## config.mk

```make
export PLATFORM = sky130hd
export DESIGN_NAME = imm_encoder
export DESIGN_NICKNAME = d
export VERILOG_FILES = /design/src/rtl/imm_encoder.sv
export SDC_FILE = /design/constraint.sdc
export NUM_CORES = 1
export LEC_CHECK = 0
export CAP_MARGIN = 0
export CORE_ASPECT_RATIO = 1.5
export CORE_UTILIZATION = 49
export CTS_CLUSTER_DIAMETER = 60
export CTS_CLUSTER_SIZE = 16
export DETAILED_ROUTE_END_ITERATION = 8
export MAX_ROUTING_LAYER = met4
export PLACE_DENSITY = 0.81
export SLEW_MARGIN = 20
export SYNTH_ARGS = -nofsm -noshare
export SYNTH_HDL_FRONTEND = slang
export SYNTH_SLANG_ARGS = --single-unit
```

## constraint.sdc

```tcl
create_clock -name clk -period 2.1 [get_ports clk]
set_input_delay 0.42 -clock clk [delete_from_list [all_inputs] [get_ports clk]]
set_output_delay 0.42 -clock clk [all_outputs]
set_load 0.01 [all_outputs]
```

## src/rtl/imm_encoder.sv

```systemverilog
// RV32I immediate encoder: packs an immediate plus register/funct fields
// into an instruction word according to the opcode's format, flags
// immediates that the format cannot represent, and queues the result in a
// small output FIFO. Erroneous requests are counted in a saturating counter.
//
// Ports:
//   clk, reset_n          clock (rising edge), asynchronous active-low reset
//   in_valid_i/in_ready_o request handshake; accepted when both high
//   opcode_i, imm_i, rd_i, rs1_i, rs2_i, funct3_i, funct7_i  request fields
//   out_valid_o/out_ready_i  FIFO head handshake; popped when both high
//   insn_o, err_o         encoded word at head and its error flag
//   err_cnt_o             saturating count of accepted erroneous requests
//
// Build option: define IMM_ENC_STRICT_EN to drop erroneous requests instead
// of queueing them (they are still counted; err_o is then tied low).
module imm_encoder #(
  parameter int unsigned DWIDTH = 32,
  parameter int unsigned DEPTH  = 2,
  parameter int unsigned CNT_W  = 8
) (
  input  logic              clk,
  input  logic              reset_n,
  input  logic              in_valid_i,
  output logic              in_ready_o,
  input  logic [6:0]        opcode_i,
  input  logic [DWIDTH-1:0] imm_i,
  input  logic [4:0]        rd_i,
  input  logic [4:0]        rs1_i,
  input  logic [4:0]        rs2_i,
  input  logic [2:0]        funct3_i,
  input  logic [6:0]        funct7_i,
  output logic              out_valid_o,
  input  logic              out_ready_i,
  output logic [DWIDTH-1:0] insn_o,
  output logic              err_o,
  output logic [CNT_W-1:0]  err_cnt_o
);

  localparam int unsigned PTR_W = $clog2(DEPTH);
  localparam int unsigned CNT_FW = PTR_W + 1;

  localparam logic [6:0] OPC_LUI    = 7'b0110111;
  localparam logic [6:0] OPC_AUIPC  = 7'b0010111;
  localparam logic [6:0] OPC_JAL    = 7'b1101111;
  localparam logic [6:0] OPC_JALR   = 7'b1100111;
  localparam logic [6:0] OPC_LOAD   = 7'b0000011;
  localparam logic [6:0] OPC_OP_IMM = 7'b0010011;
  localparam logic [6:0] OPC_SYSTEM = 7'b1110011;
  localparam logic [6:0] OPC_STORE  = 7'b0100011;
  localparam logic [6:0] OPC_BRANCH = 7'b1100011;
  localparam logic [6:0] OPC_OP     = 7'b0110011;

  localparam logic [DWIDTH-1:0] NOP_WORD = DWIDTH'(32'h0000_0013);

  logic [DWIDTH-1:0] enc_word_c;
  logic              enc_err_c;
  logic              fits_i_c;
  logic              fits_b_c;
  logic              fits_j_c;

  // An immediate fits an N-bit signed field when all bits above N-1 copy the sign.
  assign fits_i_c = (&imm_i[31:11]) | ~(|imm_i[31:11]);
  assign fits_b_c = (&imm_i[31:12]) | ~(|imm_i[31:12]);
  assign fits_j_c = (&imm_i[31:20]) | ~(|imm_i[31:20]);

  // Format-dependent packing and representability check.
  always_comb begin
    enc_word_c = NOP_WORD;
    enc_err_c  = 1'b0;
    case (opcode_i)
      OPC_LUI, OPC_AUIPC: begin
        enc_word_c = {imm_i[31:12], rd_i, opcode_i};
        enc_err_c  = |imm_i[11:0];
      end
      OPC_JAL: begin
        enc_word_c = {imm_i[20], imm_i[10:1], imm_i[11], imm_i[19:12], rd_i, opcode_i};
        enc_err_c  = imm_i[0] | ~fits_j_c;
      end
      OPC_JALR, OPC_LOAD, OPC_OP_IMM, OPC_SYSTEM: begin
        enc_word_c = {imm_i[11:0], rs1_i, funct3_i, rd_i, opcode_i};
        enc_err_c  = ~fits_i_c;
      end
      OPC_STORE: begin
        enc_word_c = {imm_i[11:5], rs2_i, rs1_i, funct3_i, imm_i[4:0], opcode_i};
        enc_err_c  = ~fits_i_c;
      end
      OPC_BRANCH: begin
        enc_word_c = {imm_i[12], imm_i[10:5], rs2_i, rs1_i, funct3_i,
                      imm_i[4:1], imm_i[11], opcode_i};
        enc_err_c  = imm_i[0] | ~fits_b_c;
      end
      OPC_OP: begin
        enc_word_c = {funct7_i, rs2_i, rs1_i, funct3_i, rd_i, opcode_i};
        enc_err_c  = 1'b0;
      end
      default: begin
        enc_word_c = NOP_WORD;
        enc_err_c  = 1'b1;
      end
    endcase
  end

  logic [DWIDTH-1:0] mem_q [DEPTH];
  logic [PTR_W-1:0]  wr_ptr_q;
  logic [PTR_W-1:0]  rd_ptr_q;
  logic [CNT_FW-1:0] count_q;
  logic [CNT_FW-1:0] count_d;
  logic              ready_q;
  logic              valid_q;
  logic [CNT_W-1:0]  err_cnt_q;
  logic [CNT_W-1:0]  err_cnt_d;
  logic              accept_c;
  logic              push_c;
  logic              pop_c;

  assign accept_c = in_valid_i & ready_q;
`ifdef IMM_ENC_STRICT_EN
  assign push_c   = accept_c & ~enc_err_c;
`else
  assign push_c   = accept_c;
`endif
  assign pop_c    = valid_q & out_ready_i;

  // Occupancy and saturating error count for the next cycle.
  always_comb begin
    count_d = count_q;
    case ({push_c, pop_c})
      2'b10:   count_d = count_q + CNT_FW'(1);
      2'b01:   count_d = count_q - CNT_FW'(1);
      default: count_d = count_q;
    endcase
    err_cnt_d = err_cnt_q;
    if (accept_c && enc_err_c && (err_cnt_q != {CNT_W{1'b1}})) begin
      err_cnt_d = err_cnt_q + CNT_W'(1);
    end
  end

  // FIFO storage and control; pointers wrap naturally since DEPTH is a power of two.
  always_ff @(posedge clk or negedge reset_n) begin
    if (!reset_n) begin
      for (int i = 0; i < int'(DEPTH); i++) mem_q[i] <= '0;
      wr_ptr_q  <= '0;
      rd_ptr_q  <= '0;
      count_q   <= '0;
      ready_q   <= 1'b0;
      valid_q   <= 1'b0;
      err_cnt_q <= '0;
    end else begin
      if (push_c) begin
        mem_q[wr_ptr_q] <= enc_word_c;
        wr_ptr_q        <= wr_ptr_q + PTR_W'(1);
      end
      if (pop_c) rd_ptr_q <= rd_ptr_q + PTR_W'(1);
      count_q   <= count_d;
      ready_q   <= (count_d < CNT_FW'(DEPTH));
      valid_q   <= (count_d != '0);
      err_cnt_q <= err_cnt_d;
    end
  end

`ifdef IMM_ENC_STRICT_EN
  assign err_o = 1'b0;
`else
  logic err_mem_q [DEPTH];

  // Per-entry error flag, written alongside the word.
  always_ff @(posedge clk or negedge reset_n) begin
    if (!reset_n) begin
      for (int i = 0; i < int'(DEPTH); i++) err_mem_q[i] <= 1'b0;
    end else if (push_c) begin
      err_mem_q[wr_ptr_q] <= enc_err_c;
    end
  end

  assign err_o = valid_q & err_mem_q[rd_ptr_q];
`endif

  assign in_ready_o  = ready_q;
  assign out_valid_o = valid_q;
  assign insn_o      = valid_q ? mem_q[rd_ptr_q] : '0;
  assign err_cnt_o   = err_cnt_q;

endmodule

```

==> qor.csv, run 1 <==
stage,metric,value,unit
critical_path,crit_required,2.29,ns
sta,worstMarginPinSlew,0.475,ns
die,chipWidth,78.9,um
logic_synthesis,synth_top_family_by_area,simple AND/OR/NAND/NOR gates,
critical_path,ff2ff_path_depth,6,
clock_tree,clkTransAtPathRegs,0.06,ns
logic_synthesis,synthesis.area,4350,um2
sta,hold-worst-slack,0.0421,ns
power_and_ir_drop,internal_power,0.00391,W
grt,grtUsageTotal,0.304,
route,route.detailed.drc,0,
placed_design,place_ws,-0.462,ns
logic_synthesis,ys_seq_elements,80,
route,wl,13000,um
die,rows,41,
logic_synthesis,ys_async_sr_fraction,1.00,
sta,fin_worst_skew,0.00561,ns
clock_tree,clock_path_buffers,2,
die,core_region_area,8520,um2
logic_synthesis,yosysSeqAreaShare,0.461,
logic_synthesis,synth_edf_count,0,
clock_tree,clock_sinks,80,
sta,fin_ws,0.0789,ns
route,drt_iter0_drc,373,
critical_path,r2r_start,err_cnt_o[0],
finish,layout_common_cells,"dfrtp_1 (79), nand2_1 (69), buf_4 (69), o21ai_0 (58), clkdlybuf4s50_1 (57)",
critical_path,worstPathMaxFanout,4,
logic_synthesis,synthMuxAreaShare,0.0846,
sta,setup_viol,0,
grt,antenna_found_initial,1,
placed_design,place_hpwl,9410,um
grt,grt_pass1_wl,21200,um
route,avgViaCountPerCell,5.83,
finish,fin_nets,685,
route,vias,4242,
power_and_ir_drop,swShare,0.331,
sta,finalCriticalPeriod,2.02,ns
finish,regArea,2000,um2
grt,grt_max_degree,46,
die,fp.dieArea,9260,um2
sta,hold_viol_final,0,
clock_tree,htreeDepth,3,
power_and_ir_drop,combPwrFrac,0.373,
route,ant_nets,0,
logic_synthesis,synth_nets,516,
finish,drive_above_1_share,0.219,
critical_path,worstSetupPathType,in2reg,
run,cap_violations,0,
grt,overflow,0,
power_and_ir_drop,p_seq_frac,0.360,
logic_synthesis,synth_cells,446,
hold_path,hold_path_class,in2async,
logic_synthesis,synthXorXnorAreaFrac,0.0201,
power_and_ir_drop,leakage,2.94,nW
logic_synthesis,synth_compound_area_frac,0.168,
die,io-pin-count,111,
logic_synthesis,ys_warn_count,0,
logic_synthesis,synth-adder-area-share,0.00576,
sta,drv_slew,0,
clock_tree,worstSkewPairLatency,0.33,ns
placed_design,gp_congestion,0.995,
power_and_ir_drop,pwr-share-clk,0.267,
sta,period_share,0.962,
die,dieHeight,117,um
power_and_ir_drop,p_sw,0.00193,W
route,dr.pass1.iters,9,
grt,grt_pass1_vias,4531,
clock_tree,root_buffer,clkbuf_16,
finish,fillers,632,
critical_path,cp-end-kind,flop,
clock_tree,cts_buffers,9,
power_and_ir_drop,ir_drop,646,uV
sta,slew_headroom,0.683,
die,start_util,0.510,
power_and_ir_drop,power.density,907,nW/um2
logic_synthesis,syn_avg_cell_area,9.75,um2
finish,final_common_cell,dfrtp_1,
logic_synthesis,ys.flop_type,dfrtp_1,
logic_synthesis,synthSimpleGateAreaFrac,0.217,
finish,areaGrowthSynthToFinish,48.2,%
critical_path,worstPathArrival,2.21,ns
finish,multi_input_area,2280,um2
route,wl_per_cell,17.9,um
clock_tree,cts_tree,built,
critical_path,cp-start-kind,primary input,
run_status,status,finished clean,
power_and_ir_drop,finalPower,0.00584,W
critical_path,critPathLaunch,opcode_i[1],
sta,fmax,495,MHz
logic_synthesis,synthDistinctLibCells,57,
placed_design,portBuffers,110,
logic make-up after synthesis:
family                     count (synthesis)
AOI/OAI and AO/OA                        111
xor gates and xnor gates                  10
adders and majority gates                  2
buffers and inverters                     34
DFF                                       80
muxes                                     36
and+or+nand+nor                          173
stage by stage:
stage	area [um2]	TNS [ns]	instances	utilization
after floorplan	4350	0	446	-
after global placement	6050	-19.24	710	0.710
after detailed placement	6050	-20.94	710	0.710
after CTS	6370	0	727	0.748
after global routing	6440	-0.0326	728	0.757
final	6440	0	728	0.757
synth_stat cells, drive strengths merged, types with 3 or more instances:
| master | number | area share |
|---|---|---|
| and2 | 5 | 0.0078 |
| mux2i | 33 | 0.076 |
| inv | 5 | 0.0043 |
| nand3 | 6 | 0.0069 |
| mux2 | 3 | 0.0086 |
| nor3 | 3 | 0.0046 |
| nand2 | 70 | 0.060 |
| o21ai | 63 | 0.073 |
| and3 | 9 | 0.015 |
| a21oi | 6 | 0.0069 |
| clkbuf | 20 | 0.022 |
| nand4 | 9 | 0.013 |
| dfrtp | 80 | 0.46 |
| nor2b | 35 | 0.052 |
| a222oi | 12 | 0.028 |
| o311ai | 3 | 0.0078 |
| a31oi | 4 | 0.0058 |
| nor4 | 10 | 0.018 |
| xnor2 | 8 | 0.016 |
| nor2 | 9 | 0.0083 |
| buf | 9 | 0.018 |
| nand2b | 7 | 0.010 |
| a22oi | 14 | 0.024 |
final cells by class:
type / count / area share
Clock buffer: 11 / 0.0377
Timing Repair Buffer: 187 / 0.264
Multi-Input combinational cell: 332 / 0.354
Inverter: 5 / 0.00291
Sequential cell: 80 / 0.311
Tap cell: 107 / 0.0208
Clock inverter: 5 / 0.00874
Antenna cell: 1 / 0.000388
worst paths after layout:
check	to	slack [ns]
worst max-delay path	mem_q[21]	0.08
worst min register to register	mem_q[1]	0.48
worst max register to register	err_cnt_o[1]	0.15
max in group asynchronous	mem_q[29]	1.45
min in group clk	mem_q[1]	0.48
worst min-delay path	err_cnt_o[6]	0.04
routing by layer:
layer | part of all wire | wire (um) | up-vias | global-route usage
met4 | 0.040 | 525 | 0 | 0.145
met1 | 0.37 | 4880 | 2043 | 0.329
met2 | 0.53 | 6890 | 195 | 0.524
met5 | 0 | 0 | - | -
met3 | 0.057 | 741 | 49 | 0.0591
li1 | - | - | 1955 | -
state kept, by name (all words and copies together) (netlist names):
name and flops:
count_q 2, err_cnt_o 8, err_mem_q 2, in_ready_o 1
mem_q 64, out_valid_o 1, rd_ptr_q 1, wr_ptr_q 1
what timing repair did:
action                                  CTS  global route
pin swaps                                 6            13
resized for setup                        62            21
endpoints found under the setup margin   70            11
gates cloned                              0             0
hold buffers                              0             0
setup buffers                             1             0
power groups by stage:
stage,logic (W),clock network (W),registers [W]
4_1_cts,0.00216,0.00156,0.00210
5_1_grt,0.00237,0.00164,0.00214
6_report,0.00218,0.00156,0.00211
3_3_place_gp,0.00217,0,0.00209
3_5_place_dp,0.00223,0,0.00212
2_1_floorplan,0.00120,0,0.00209
worst max-delay path, cell delays in order:
cell and delay, ns:
clkdlybuf4s50_1 0.44, and2_1 0.20, and4_4 0.18, or2_4 0.23, buf_4 0.15, a222oi_1 0.42
o21ai_0 0.17
No activity file was read; power rests on OpenSTA's default activity.
==> inputs of run 2 (changes only) <==
--- a/config.mk
+++ b/config.mk
@@ -6,13 +6,13 @@
 export NUM_CORES = 1
 export LEC_CHECK = 0
 export CAP_MARGIN = 0
-export CORE_ASPECT_RATIO = 1.5
-export CORE_UTILIZATION = 49
+export CORE_ASPECT_RATIO = 0.9
+export CORE_UTILIZATION = 48
 export CTS_CLUSTER_DIAMETER = 60
 export CTS_CLUSTER_SIZE = 16
 export DETAILED_ROUTE_END_ITERATION = 8
 export MAX_ROUTING_LAYER = met4
-export PLACE_DENSITY = 0.81
+export PLACE_DENSITY = 0.8
 export SLEW_MARGIN = 20
 export SYNTH_ARGS = -nofsm -noshare
 export SYNTH_HDL_FRONTEND = slang
==> qor.csv, run 2 (synthesized netlist as in run 1, its figures left out) <==
stage,metric,value,unit
die,core_region_area,8690,um2
sta,fmax,490,MHz
die,rows,32,
die,io-pin-count,111,
critical_path,ff2ff_path_depth,6,
finish,fin_nets,678,
critical_path,critPathMaxStageDelay,0.38,ns
power_and_ir_drop,p_seq_frac,0.389,
clock_tree,htreeDepth,3,
finish,layout_common_cells,"dfrtp_1 (79), nand2_1 (68), buf_4 (64), clkdlybuf4s50_1 (61), o21ai_0 (58)",
clock_tree,root_buffer,clkbuf_8,
placed_design,gp_congestion,0.892,
sta,fin_setup_tns,0,ns
sta,fin_ws,0.0589,ns
placed_design,place_ws,-0.543,ns
power_and_ir_drop,power.density,850,nW/um2
finish,antenna_cells,0,
grt,grt_pass1_vias,4179,
critical_path,r2r_start,err_cnt_o[0],
sta,finalCriticalPeriod,2.04,ns
sta,period_share,0.972,
hold_path,hold_path_class,in2async,
grt,grtUsageTotal,0.289,
route,wl,12600,um
clock_tree,clock_sinks,80,
die,fp.dieArea,9440,um2
placed_design,portBuffers,110,
finish,drive_above_1_share,0.202,
sta,slew_headroom,0.678,
route,ant_nets,0,
route,avgViaCountPerCell,5.54,
power_and_ir_drop,pwr-share-clk,0.198,
critical_path,crit_required,2.34,ns
run,cap_violations,0,
sta,hold_viol_final,0,
critical_path,worstPathArrival,2.28,ns
power_and_ir_drop,leakage,2.89,nW
grt,grt_max_degree,47,
grt,overflow,0,
route,vias,4058,
route,wl_per_cell,17.2,um
clock_tree,cts_tree,built,
power_and_ir_drop,swShare,0.356,
sta,hold-worst-slack,0.0300,ns
sta,setup_viol,0,
sta,fin_worst_skew,0.0193,ns
critical_path,cp-start-kind,primary input,
critical_path,slowest_stage,dlygate4sd2_1,
route,route.detailed.drc,0,
critical_path,critPathLaunch,opcode_i[4],
grt,antenna_found_initial,0,
finish,areaGrowthSynthToFinish,44.2,%
finish,largest_register_ffs,64,
die,dieHeight,92.3,um
grt,grt_pass1_wl,20100,um
critical_path,worstSetupPathType,in2reg,
power_and_ir_drop,combPwrFrac,0.413,
die,start_util,0.500,
critical_path,worstPathMaxFanout,8,
finish,top_register,mem_q,
sta,drv_slew,0,
critical_path,cp-end-kind,flop,
power_and_ir_drop,p_sw,0.00190,W
sta,worstMarginPinSlew,0.482,ns
run_status,status,finished clean,
critical_path,crit_chain,dlygate4sd2_1 -> and3b_2 -> and2_2 -> o311ai_2 -> nor3_2 -> o211ai_2 -> and3_4 -> mux2_4,
power_and_ir_drop,internal_power,0.00343,W
die,chipWidth,102,um
clock_tree,hold_buffers,0,
route,drt_iter0_drc,215,
placed_design,place_hpwl,9300,um
finish,finalNonFillerCells,732,
finish,final_common_cell,dfrtp_1,
finish,fillers,666,
clock_tree,clkTransAtPathRegs,0.08,ns
placed_design,dpl.cell_count,716,
clock_tree,cts_buffers,9,
clock_tree,clock_path_buffers,2,
power_and_ir_drop,ir_drop,550,uV
route,dr.pass1.iters,5,
clock_tree,worstSkewPairLatency,0.35,ns
==> run 2: cell types whose count changed in the layout (fill, tap and decap cells not counted), moves of 4 or more <==
cell and delta:
clkdlybuf4s50_1 +4, dlygate4sd2_1 -6, clkbuf_8 +9, buf_4 -5, dlymetal6s2s_1 +5, clkbuf_16 -9
==> run 2: metal layers <==
metal | up-vias | track usage | wire, um
li1 | 1937 | - | -
met1 | 1956 | 0.374 | 5540
met2 | 149 | 0.460 | 6090
met3 | 16 | 0.0518 | 734
met4 | 0 | 0.0940 | 199
met5 | - | - | 0
==> run 2: worst paths after layout <==
check	to	slack, ns
max in group asynchronous	mem_q[52]	1.47
hold / removal	mem_q[45]	0.03
min in group clk	mem_q[1]	0.47
hold reg to reg	mem_q[1]	0.47
setup / recovery	err_cnt_o[1]	0.06
setup reg to reg	err_cnt_o[1]	0.18
==> run 2: power by group through the flow <==
stage	Combinational (W)	Clock [W]	Sequential, W
CTS	0.00221	0.00106	0.00207
global placement	0.00223	0	0.00208
detailed placement	0.00229	0	0.00210
global route	0.00240	0.00114	0.00211
floorplan	0.00120	0	0.00209
finish	0.00220	0.00106	0.00207
==> run 2: stage by stage <==
stage,cell area [um2],util,power (W)
floorplan,4350,-,0.00329
global placement,6030,0.694,0.00431
detailed placement,6030,0.694,0.00439
CTS,6200,0.714,0.00534
global route,6270,0.722,0.00565
finish,6270,0.722,0.00533
==> run 2: worst max-delay path: cells and delay by family <==
kind / cells / cell delay [ns]
AND/OR/NAND/NOR: 4 / 0.80
buffers and inverters: 1 / 0.38
AO/OA/AOI/OAI: 2 / 0.38
multiplexers: 1 / 0.29
==> run 2: final cells by class <==
class | instances | area, um2 | area share
inverter | 5 | 18.8 | 0.00299
clock buffer | 10 | 138 | 0.0220
multi-input combinational | 332 | 2230 | 0.356
sequential | 80 | 2000 | 0.319
timing repair buffer | 180 | 1680 | 0.268
tap | 119 | 149 | 0.0237
clock inverter | 6 | 47.5 | 0.00758
==> run 2: what timing repair did <==
| action | CTS | global route |
|---|---|---|
| setup buffers | 0 | 0 |
| setup endpoints to repair | 59 | 10 |
| gates resized for setup | 46 | 19 |
| pin swaps | 5 | 7 |
==> inputs of run 3 (changes only) <==
--- a/config.mk
+++ b/config.mk
@@ -13,6 +13,7 @@
 export DETAILED_ROUTE_END_ITERATION = 8
 export MAX_ROUTING_LAYER = met4
 export PLACE_DENSITY = 0.8
+export REMOVE_ABC_BUFFERS = 1
 export SLEW_MARGIN = 20
 export SYNTH_ARGS = -nofsm -noshare
 export SYNTH_HDL_FRONTEND = slang
==> qor.csv, run 3 (synthesized netlist as in run 1, its figures left out) <==
stage,metric,value,unit
run_status,status,finished clean,
die,core_region_area,8690,um2
finish,post-route-util,0.735,
critical_path,cp-start-kind,primary input,
route,wl,13100,um
finish,final_common_cell,dfrtp_1,
sta,fin_worst_skew,0.00749,ns
critical_path,worstSetupPathType,in2reg,
die,rows,32,
clock_tree,cts_tree,built,
finish,fillers,632,
grt,grt_pass1_vias,4149,
power_and_ir_drop,power.density,900,nW/um2
route,vias,4101,
route,route.detailed.drc,0,
finish,areaGrowthSynthToFinish,46.9,%
power_and_ir_drop,finalPower,0.00575,W
placed_design,place_hpwl,9450,um
sta,setup_viol,0,
die,fp.dieArea,9440,um2
sta,worstMarginPinSlew,0.452,ns
clock_tree,worstSkewPairLatency,0.36,ns
sta,rsz0062_at_grt,yes,
critical_path,worstPathMaxFanout,3,
clock_tree,htreeDepth,3,
power_and_ir_drop,ir_drop,591,uV
sta,hold-worst-slack,0.481,ns
finish,finalNonFillerCells,738,
grt,use_met2,0.503,
grt,grtUsageTotal,0.304,
die,io-pin-count,111,
clock_tree,cts_buffers,9,
hold_path,hold_path_class,reg2reg,
sta,period_share,0.985,
die,start_util,0.500,
clock_tree,clock_sinks,80,
finish,antenna_cells,0,
die,chipWidth,102,um
finish,fin_nets,684,
grt,grt.busiest_layer,met2,
sta,fmax,483,MHz
critical_path,crit_required,2.34,ns
finish,design_area,6390,um2
sta,slew_headroom,0.696,
grt,overflow,0,
power_and_ir_drop,leakage,2.91,nW
critical_path,worstPathArrival,2.31,ns
run,cap_violations,0,
finish,top_register,mem_q,
sta,hold_viol_final,0,
clock_tree,root_buffer,clkbuf_8,
finish,drive_above_1_share,0.212,
sta,finalCriticalPeriod,2.07,ns
grt,antenna_found_initial,0,
finish,largest_register_ffs,64,
route,ant_nets,0,
placed_design,portBuffers,110,
grt,met3_usage,0.0617,
route,wl_per_cell,17.8,um
placed_design,dpl.cell_count,719,
die,dieHeight,92.3,um
placed_design,dpl_cell_area,6040,um2
route,drt_iter0_drc,300,
route,avgViaCountPerCell,5.56,
grt,grt_max_degree,44,
critical_path,cp-end-kind,flop,
placed_design,gp_congestion,0.917,
finish,layout_common_cells,"dfrtp_1 (79), nand2_1 (69), buf_4 (69), o21ai_0 (58), clkdlybuf4s50_1 (58)",
sta,drv_slew,0,
clock_tree,clkTransAtPathRegs,0.08,ns
clock_tree,clock_path_buffers,2,
route,dr.pass1.iters,5,
grt,grt_pass1_wl,21000,um
grt,use_met1,0.382,
## run 3: layer usage
| layer | vias to the layer above | share of wire |
|---|---|---|
| li1 | 1944 | - |
| met5 | - | 0 |
| met2 | 139 | 0.50 |
| met3 | 15 | 0.057 |
| met4 | 0 | 0.012 |
| met1 | 2003 | 0.43 |
## run 3: report_power, final
part | total (W) | switching [W] | internal [W]
Combinational | 0.00221 | 0.00110 | 0.00111
Clock | 0.00142 | 0.000595 | 0.000828
Sequential | 0.00211 | 0.000245 | 0.00187
## run 3: area by class of cell
| type | count | area (um2) | area share |
|---|---|---|---|
| clock inverter | 6 | 115 | 0.0180 |
| sequential | 80 | 2000 | 0.314 |
| tap | 119 | 149 | 0.0233 |
| timing repair buffer | 186 | 1710 | 0.268 |
| clock buffer | 10 | 138 | 0.0216 |
| multi-input combinational | 332 | 2250 | 0.353 |
| inverter | 5 | 18.8 | 0.00294 |
## run 3: final timing paths
| check | slack [ns] | end | depth (start not counted) | from |
|---|---|---|---|---|
| hold reg to reg | 0.48 | mem_q[1] | 1 | mem_q[1] |
| hold / removal | 0.48 | mem_q[1] | 1 | mem_q[1] |
| max in group asynchronous | 0.95 | mem_q[19] | 3 | reset_n |
| min in group asynchronous | 0.54 | mem_q[54] | 2 | reset_n |
| setup reg to reg | 0.21 | err_cnt_o[1] | 6 | err_cnt_o[0] |
| setup / recovery | 0.03 | err_cnt_o[1] | 8 | imm_i[31] |
## run 3: per-stage QoR
step / setup TNS [ns] / setup WS [ns]
final: 0 / 0.0311
after global routing: -0.00738 / -0.00599
after CTS: 0 / 0.0130
after detailed placement: -19.34 / -0.563
after global placement: -17.80 / -0.573
after floorplan: -0.0815 / -0.0815
## run 3: what timing repair did
item,4_1_cts,5_1_grt
resized for setup,58,16
hold buffers,1,0
endpoints found under the hold margin,17,0
setup buffers,2,0
endpoints found under the setup margin,44,28
pin swaps,8,7
## run 3: critical path, cell delays in order
cell             delay (ns)
clkdlybuf4s50_1        0.58
nand4_1                0.14
nor3_2                 0.26
nor3b_2                0.08
nor3_2                 0.19
o211ai_2               0.14
and3_4                 0.20
mux2_4                 0.28
==> patch 1: new RTL, flow settings as in run 2 <==
Put one more register stage on the output `err_cnt_o`. The value now appears one clock later. The other outputs are not delayed to match.
--- a/src/rtl/imm_encoder.sv
+++ b/src/rtl/imm_encoder.sv
@@ -178,7 +178,9 @@
   assign in_ready_o  = ready_q;
   assign out_valid_o = valid_q;
   assign insn_o      = valid_q ? mem_q[rd_ptr_q] : '0;
-  assign err_cnt_o   = err_cnt_q;
+  always_ff @(posedge clk) begin
+    err_cnt_o <= err_cnt_q;
+  end
 
 endmodule
 
Function: changed (a bounded check fails within 4 cycles, from zero or initial values and one cycle with reset_n low).
==> patch 1 against run 2 <==
  * Sequential cell count rose by 8
  * Area after synthesis up 0.32%
  * Largest power group is now registers
  * Sequential share of layout area up 2.2 points
  * Cell count up 0.68%
  * Utilization grew 0.82 points
  * Setup slack worse by 15 ps
  * Final area up 1.1%
  * First-iteration DRC count increased by 68%
  * Critical path depth fell by 1
  * Routed wire length grew 2.9%
  * Critical path type unchanged
  * Register-to-register slack better by 60 ps
  * Total power grew 9.7%
  * Count of clock-buffer cells in the layout increased by 1
  * Global-route usage down 0.093 points
==> patch 1: results (changes against run 2) <==
metric;value;unit;change
Reg power frac;39.7;%;was 38.9%
outcome;complete, no violations;;unchanged
DRT met1 WL;5.44;mm;was 5.54 mm
post-synthesis net count;528;;was 516
GRT Util Overall;28.8;%;was 28.9%
Synth top cells by count;80 x dfrtp_1, 78 x nand2_1, 67 x o21ai_0, 33 x mux2i_1, 33 x nor2b_1;;was 80 x dfrtp_1, 70 x nand2_1, 59 x o21ai_0, 34 x nor2b_1, 33 x mux2i_1
clock group power;1.40;mW;was 1.06 mW
R2R Path Start;err_cnt_q[0];;was err_cnt_o[0]
nonclk buf count;170;;was 180
worst vdd ir;0.600;mV;was 0.550 mV
DRT Pass-1 Iters;6;;was 5
vias in the first global route;3950;;was 4179
placed cell area;0.00594;mm^2;was 0.00603 mm^2
drt initial violations;362;;was 215
FF/Latch Area;0.00216;mm^2;was 0.00200 mm^2
clock buf count;11;;was 10
R2R Path End;err_cnt_q[1];;was err_cnt_o[1]
post-synthesis cell type count;52;;was 57
P_leak;2.91;nW;was 2.89 nW
clock skew;7.70;ps;was 19.3 ps
# diodes;3;;was 0
switching power;1.94;mW;was 1.90 mW
Seq cells;88;;was 80
final hold slack;49.2;ps;was 30.0 ps
final RePlAce weighted congestion;0.900;;was 0.892
first-pass GRT wire length;20.1;mm;about the same
buffering overhead;24.5;%;was 26.8%
met3 routed WL;958;um;was 734 um
Fillers;665;;was 666
initial antenna violation count;1;;was 0
==> patch 1: metal layers <==
metal  up-vias  GRT usage [%]
met3        19           5.36
met2       187           43.7
met4         0           8.33
met1      1986           39.5
met5         -              -
li1       1925              -
==> patch 1: through the flow <==
stage / setup slack (ps) / instances / power, mW / utilization [%]
final: 43.6 / 737 / 5.85 / 73.0
after global routing: 2.38 / 735 / 6.15 / 72.9
after CTS: 2.51 / 729 / 5.84 / 71.8
after detailed placement: -739 / 708 / 4.52 / 68.4
after global placement: -659 / 708 / 4.43 / 68.4
after floorplan: -143 / 458 / 3.47 / -
==> patch 1: logic make-up (layout without fill, tap and decap cells) <==
logic type / Yosys count / in the layout / synth area share, %
xor+xnor: 11 / 11 / 2.21
flops: 88 / 88 / 49.6
simple gates: 184 / 184 / 21.6
compound gates: 104 / 104 / 14.6
mux: 35 / 35 / 8.18
buf+inv: 34 / 191 / 3.21
fa+ha+maj: 2 / 2 / 0.574
other cells: 0 / 3 / 0
==> patch 1: critical path, stage by stage <==
cell,delay (ps)
clkdlybuf4s50_1,460
nor4_2,340
nand3_2,150
o211ai_1,200
and4_4,290
or3b_4,160
mux2_4,290
==> patch 1: how the worst max path moves through the flow <==
stage,start,endpoint,depth (start not counted)
floorplan,opcode_i[5],err_cnt_q[1],9
global placement,opcode_i[2],err_cnt_q[1],9
detailed placement,opcode_i[2],err_cnt_q[7],10
CTS,imm_i[1],err_cnt_q[1],8
global route,imm_i[2],err_cnt_q[1],8
finish,imm_i[12],err_cnt_q[1],7
==> patch 1: repair_timing <==
item | in CTS | in global routing
buffers inserted | 5 | 5
endpoints found under the hold margin | 0 | 0
gates resized for setup | 82 | 23
pin swaps | 17 | 14
setup endpoints to repair | 83 | 42
==> patch 2: new RTL, settings of run 2 <==
Without the edit above. Add a define of `IMM_ENC_STRICT_EN`.
--- a/src/rtl/imm_encoder.sv
+++ b/src/rtl/imm_encoder.sv
@@ -13,6 +13,8 @@
 //
 // Build option: define IMM_ENC_STRICT_EN to drop erroneous requests instead
 // of queueing them (they are still counted; err_o is then tied low).
+`define IMM_ENC_STRICT_EN
+
 module imm_encoder #(
   parameter int unsigned DWIDTH = 32,
   parameter int unsigned DEPTH  = 2,
Behaviour: not the same (Yosys sat finds a counterexample within 4 cycles, from zero or initial values and one cycle with reset_n low).
==> patch 2 against run 2 <==
  * The run now ends with negative setup slack left
  * Sequential share of layout area shrank 3.4 points
  * Via count shrank 2.9%
  * Final area grew 9.3%
  * Routed wire length grew 11%
  * Setup slack lost 510 ps
  * Critical path depth grew 3
  * Worst hold slack gained 450 ps
  * Sequential power shrank 6%
  * Cell count shrank 4.1%
  * Total power shrank 3.3%
  * Die area grew 4.9%
  * Sequential cell count shrank 2
  * Count of clock-buffer cells in the layout grew 1
  * Area after synthesis grew 5.0%
  * Highest routed layer unchanged
==> patch 2: results (changes against run 2) <==
metric;value;unit;change
outcome;complete, but fails checks;;was complete, no violations
violated checks;negative setup slack;;
nonclk buf count;190;;was 180
CTS sink cnt;78;;was 80
multiplexer share of the synthesized area;24.9;%;was 8.46%
CP top delay family;buffers and inverters;;was simple AND/OR/NAND/NOR gates
R2R Setup Slk;360;ps;was 180 ps
placed cell area;0.00638;mm^2;was 0.00603 mm^2
Die ar.;0.00990;mm^2;was 0.00944 mm^2
switch share;32.6;%;was 35.6%
post-synthesis cell type count;51;;was 57
clock group power;1.21;mW;was 1.06 mW
CP Launch Point;imm_i[7];;was opcode_i[4]
Layout Cells excl Fill;702;;was 732
drt initial violations;242;;was 215
clock buf count;11;;was 10
P_leak;3.27;nW;was 2.89 nW
synth top area cells;dfrtp_1 43%, mux2_4 9.2%, mux2_2 8.4%, mux2i_1 7.0%, nor2b_1 4.9%;;was dfrtp_1 46%, mux2i_1 7.6%, o21ai_0 6.8%, nand2_1 6.0%, nor2b_1 4.9%
detailed-placement wirelength estimate;9.47;mm;was 9.30 mm
vias in the first global route;4212;;was 4179
final hold slack;480;ps;was 30.0 ps
worst vdd ir;0.707;mV;was 0.550 mV
final setup fails;76;;was 0
setup slack after layout;-451;ps;was 58.9 ps
slowest stage delay, CP;460;ps;was 380 ps
layout cell share with drive strength beyond 1;38.6;%;was 20.2%
## patch 2: cell types whose count changed after synthesis, sizes merged, moves of 4 or more
cell           run 2  this run
or2                2         6
o21ai             63         7
nand2             70        22
a222oi            12         0
clkbuf            20        11
nor4              10         6
nor2               9        13
a22o               1        13
mux2               3        63
## patch 2: logic make-up after synthesis
family | count (synthesis)
compound gates | 54
xor+xnor | 11
fa+ha+maj | 2
buf+inv | 29
flops | 78
mux | 95
other cells | 1
simple gates | 126
## patch 2: metal layers
metal | part of all wire [%] | GRT usage (%) | vias up
met5 | 0 | - | -
met4 | 2.9 | 12.9 | 0
met3 | 5.0 | 4.76 | 27
met2 | 49 | 49.6 | 156
met1 | 43 | 36.4 | 1970
li1 | - | - | 1787
## patch 2: what timing repair did
action / in CTS / in global routing
hold endpoints to repair: 21 / 0
setup buffers: 8 / 1
setup endpoints to repair: 109 / 94
hold buffers: 1 / 0
gates resized for setup: 128 / 47
gates cloned: 2 / 2
pin swaps: 21 / 15
